**config.mk**
```make
export PLATFORM = sky130hd
export DESIGN_NAME = demux_stream
export DESIGN_NICKNAME = d
export VERILOG_FILES = /design/src/rtl/demux_stream.sv
export SDC_FILE = /design/constraint.sdc
export NUM_CORES = 1
export LEC_CHECK = 0
export CORE_UTILIZATION = 35
export CTS_CLUSTER_DIAMETER = 40
export DETAILED_ROUTE_END_ITERATION = 12
export GPL_TIMING_DRIVEN = 0
export SYNTH_ARGS = -nofsm -noshare
export SYNTH_HDL_FRONTEND = slang
export SYNTH_SLANG_ARGS = --single-unit
```
**constraint.sdc**
```tcl
create_clock -name clk -period 2.2 [get_ports clk]
set_input_delay 0.22 -clock clk [delete_from_list [all_inputs] [get_ports clk]]
set_output_delay 0.22 -clock clk [all_outputs]
set_load 0.03 [all_outputs]
```
**src/rtl/demux_stream.sv**
```systemverilog
// Registered packet-locked stream demultiplexer: one valid/ready source fans out
// to 2**SEL_WIDTH consumers, each with a one-entry output register.
module demux_stream #(
    parameter int SEL_WIDTH  = 2,
    parameter int DATA_WIDTH = 8,
    localparam int N = 2 ** SEL_WIDTH
) (
    input  logic                    clk,
    input  logic                    rst,
    input  logic                    in_valid,
    output logic                    in_ready,
    input  logic [SEL_WIDTH-1:0]    in_sel,
    input  logic [DATA_WIDTH-1:0]   in_data,
    input  logic                    in_last,
    output logic [N-1:0]            out_valid,
    input  logic [N-1:0]            out_ready,
    output logic [DATA_WIDTH*N-1:0] outputs,
    output logic [N-1:0]            out_last
);

    typedef enum logic {IDLE, BUSY} state_t;

    state_t               state_reg, state_next;
    logic [SEL_WIDTH-1:0] cur_sel_reg, cur_sel_next;
    logic [SEL_WIDTH-1:0] target;
    logic                 accept;

    // in_sel only matters on the first beat; later beats follow the locked route.
    assign target   = (state_reg == IDLE) ? in_sel : cur_sel_reg;
    assign in_ready = ~rst & (~out_valid[target] | out_ready[target]);
    assign accept   = in_valid & in_ready;

    always_comb begin
        state_next   = state_reg;
        cur_sel_next = cur_sel_reg;
        if (accept) begin
            cur_sel_next = target;
            state_next   = in_last ? IDLE : BUSY;
        end
    end

    always_ff @(posedge clk) begin
        if (rst) begin
            state_reg   <= IDLE;
            cur_sel_reg <= '0;
        end else begin
            state_reg   <= state_next;
            cur_sel_reg <= cur_sel_next;
        end
    end

    genvar gi;
    generate
        for (gi = 0; gi < N; gi++) begin : g_ch
            logic                  load;
            logic                  valid_reg;
            logic                  last_reg;
            logic [DATA_WIDTH-1:0] data_reg;

            assign load = accept & (target == SEL_WIDTH'(gi));

            // A load wins over a drain so a draining slot can be refilled in the same cycle.
            always_ff @(posedge clk) begin
                if (rst) begin
                    valid_reg <= 1'b0;
                    last_reg  <= 1'b0;
                    data_reg  <= '0;
                end else if (load) begin
                    valid_reg <= 1'b1;
                    last_reg  <= in_last;
                    data_reg  <= in_data;
                end else if (valid_reg & out_ready[gi]) begin
                    valid_reg <= 1'b0;
                end
            end

            assign out_valid[gi]                            = valid_reg;
            assign out_last[gi]                             = last_reg;
            assign outputs[DATA_WIDTH*gi +: DATA_WIDTH]     = data_reg;
        end
    endgenerate

endmodule
```
==> metrics.md <==
| Metric | Value |
|---|---|
| Root buf cell | `clkbuf_8` |
| Cells along the critical path | `mux2i_4 -> mux2i_4 -> nor2_1 -> a211oi_1 -> buf_2` |
| CTS HTree Levels | `2` |
| Clk_lat worst skew | `0.28 ns` |
| Antenna violations before repair | `0` |
| IO Pins | `59` |
| GRT overflow | `0` |
| RD Place Congestion | `0.740` |
| Final ANT Viol Nets | `0` |
| Clock skew | `0.00196 ns` |
| Avg WL per Cell | `13.4 um` |
| Initial Utilization | `0.367` |
| Fin util | `0.527` |
| Die area | `5270 sq um` |
| CTS sink cnt | `43` |
| Worst IR Drop VDD | `0.347 mV` |
| Pins Over Slew Limit | `0` |
| CTS tree | `built` |
| Diodes inserted | `0` |
| Cell Pwr Density | `610 nW/um^2` |
| Hold_sp | `g_ch[1].data_reg[7]` |
| Clock share of power | `0.297` |
| Core Area | `between 4000 and 5000 sq um` |
| Tot Pwr | `1530 uW` |
| Setup TNS | `0 ns` |
| Syn_area_per_cell | `10.3 sq um` |
| Critical path buffers and inverters | `1` |
| # setup viols final | `0` |
| Worst setup EP type | `output pin` |
| Most common library cell in the layout ignoring fill and taps | `clkdlybuf4s50_1` |
| Clk slew on worst S/H paths | `0.07 ns` |
| Sw frac | `0.254` |
| Synth warn | `0` |
| Worst Setup SP | `state_reg` |
| Synthesized area | `around 1700 sq um` |
| MaxCap Viol Count | `0` |
| Seq pwr share | `0.536` |
| Cts bufs inserted | `5` |
| Most frequent cells in the layout | `clkdlybuf4s50_1 (57), nor2_1 (43), dfxtp_1 (42), mux2i_1 (37), buf_4 (12)` |
| DRC Markers | `0` |
| Worst r2r dst | `state_reg` |
| Hold Worst Slack | `between 0.4 and 0.5 ns` |
| Syn Inst Count | `between 150 and 200` |
| Routed vias/inst | `4.40` |
| Overall routed net length | `4040 um` |
| Fin crit share | `0.923` |
| Status | `complete, no violations` |
| Worst path max stage delay | `0.40 ns` |
| Minimum clock period | `2.03 ns` |
| RSZ-0062 raised after global routing | `false` |
| CP top delay family | `multiplexers` |
| Maximum clock rate | `0.493 GHz` |
| Port-buffer cells | `58` |
| Arrival time worst endpoint | `1.81 ns` |
| Nets | `between 200 and 300` |
| First-pass GRT wire length | `approximately 6500 um` |
| FF+latch count, synth | `43` |
| Worst reg-to-reg path cell count | `5` |
| CP max FO | `4` |
| Hold Vio Cnt, Final | `0` |
| RR Startpoint | `state_reg` |
| Die H | `just over 70 um` |
| Worst-margin pin slew | `approximately 0.54 ns` |
| Post-DP HPWL | `2660 um` |
| Startpoint types | `flip-flop` |
| Most numerous cell on the critical path | `mux2i_4` |
| Share of layout cells above drive strength 1 | `0.128` |
| CP endpoint | `in_ready` |
| Clk buf depth | `2` |
| Slowest CP cell | `dfxtp_2` |
| Psw | `about 390 uW` |
| Via Count | `approximately 1300` |
| P_int | `about 1100 uW` |
| Slew headroom | `0.641` |
| Logic gate share of total power | `0.167` |
| DRT Pass-1 Iters | `2` |
| Gr usage total | `0.168` |
| Net Count, Synth | `187` |
| Largest net degree at the start of global routing | `12` |
| CP Depth | `5` |
| WS Path Type | `reg2out` |
| Post-Layout Cell Count | `302` |
| Placed insts | `294` |
| Seq/Total Area, Yosys | `0.493` |
| Cell row count | `25` |
| Largest register FFs | `32` |
| Worst reg2reg setup slack | `between 0.4 and 0.5 ns` |
| Iter 0 DRT Violations | `34` |
| Worst path required time | `about 2 ns` |
| Netlist cell types | `20` |
| Area grow syn2layout | `43.6%` |
| Leak Pwr | `0.00102 uW` |
| Type of the most critical hold path | `reg2reg` |
| Die width | `between 70 and 80 um` |
| Vias in the first global route | `around 1300` |
| Fillcell total | `460` |
## kinds of logic (layout without fill, tap and decap cells)
logic type / count (synthesis) / in the layout / synth area share
AND/OR/NAND/NOR: 60 / 60 / 0.158
flip-flops: 43 / 43 / 0.493
buffers and inverters: 17 / 83 / 0.0595
AO/OA/AOI/OAI: 6 / 6 / 0.0272
multiplexers: 43 / 43 / 0.262
## per-stage QoR
step / setup slack (ns) / area (sq um)
6_report: 0.170 / 2510
5_1_grt: 0.0365 / 2510
4_1_cts: 0.0420 / 2500
3_5_place_dp: -0.357 / 2410
3_3_place_gp: -0.332 / 2410
2_1_floorplan: 0.0505 / 1750
## worst register-to-register path, delay by kind of cell (launching register included)
| kind | cells | cell delay, ns |
|---|---|---|
| AO/OA/AOI/OAI | 1 | 0.19 |
| buffers and inverters | 1 | 0.17 |
| flip-flops | 1 | 0.40 |
| multiplexers | 3 | 0.90 |
## area by class of cell
cell class                 count  area, sq um  share of cell area
clock buffer                   6         72.6              0.0290
timing repair buffer          60          591               0.236
multi-input combinational    109          793               0.317
tap                           67         83.8              0.0334
sequential                    43          862               0.344
buffer                        17          104              0.0414
## per-layer routing
layer,track usage,vias to the layer above,part of all wire
met3,0.0732,5,0.081
met2,0.245,44,0.42
met5,0,-,0
met1,0.228,590,0.49
li1,-,689,-
met4,0.0392,0,0.010
## Yosys cell counts, drive strengths merged
cell type	number	share of area
clkbuf	5	0.011
a211oi	1	0.0043
and2	1	0.0036
o21ai	1	0.0029
nand2	2	0.0043
mux2i	40	0.24
a21oi	3	0.0086
dfxtp	43	0.49
nor4	2	0.014
mux2	3	0.024
nor2	43	0.092
nand2b	4	0.014
nand4	2	0.0072
buf	12	0.049
nor2b	6	0.022
o2bb2a	1	0.011
## repair_timing
item	CTS	global route
setup endpoints to repair	1	1
setup buffers	2	0
resized for setup	5	4
hold buffers	0	0
## worst min-delay path by stage
stage | to | slack [ns] | depth (start not counted)
2_1_floorplan | g_ch[0].data_reg[0] | 0.36 | 2
3_3_place_gp | g_ch[2].data_reg[3] | 0.47 | 2
3_5_place_dp | g_ch[3].data_reg[5] | 0.48 | 2
4_1_cts | g_ch[0].data_reg[4] | 0.50 | 2
5_1_grt | g_ch[2].data_reg[5] | 0.53 | 2
6_report | g_ch[1].data_reg[7] | 0.50 | 2
## power by group through the flow
stage	logic [uW]	clock network, uW	registers [uW]
6_report	256	453	819
4_1_cts	256	469	819
3_5_place_dp	250	0	836
2_1_floorplan	116	0	866
3_3_place_gp	250	0	836
5_1_grt	276	498	822
Power figures use the tool's default switching activity.
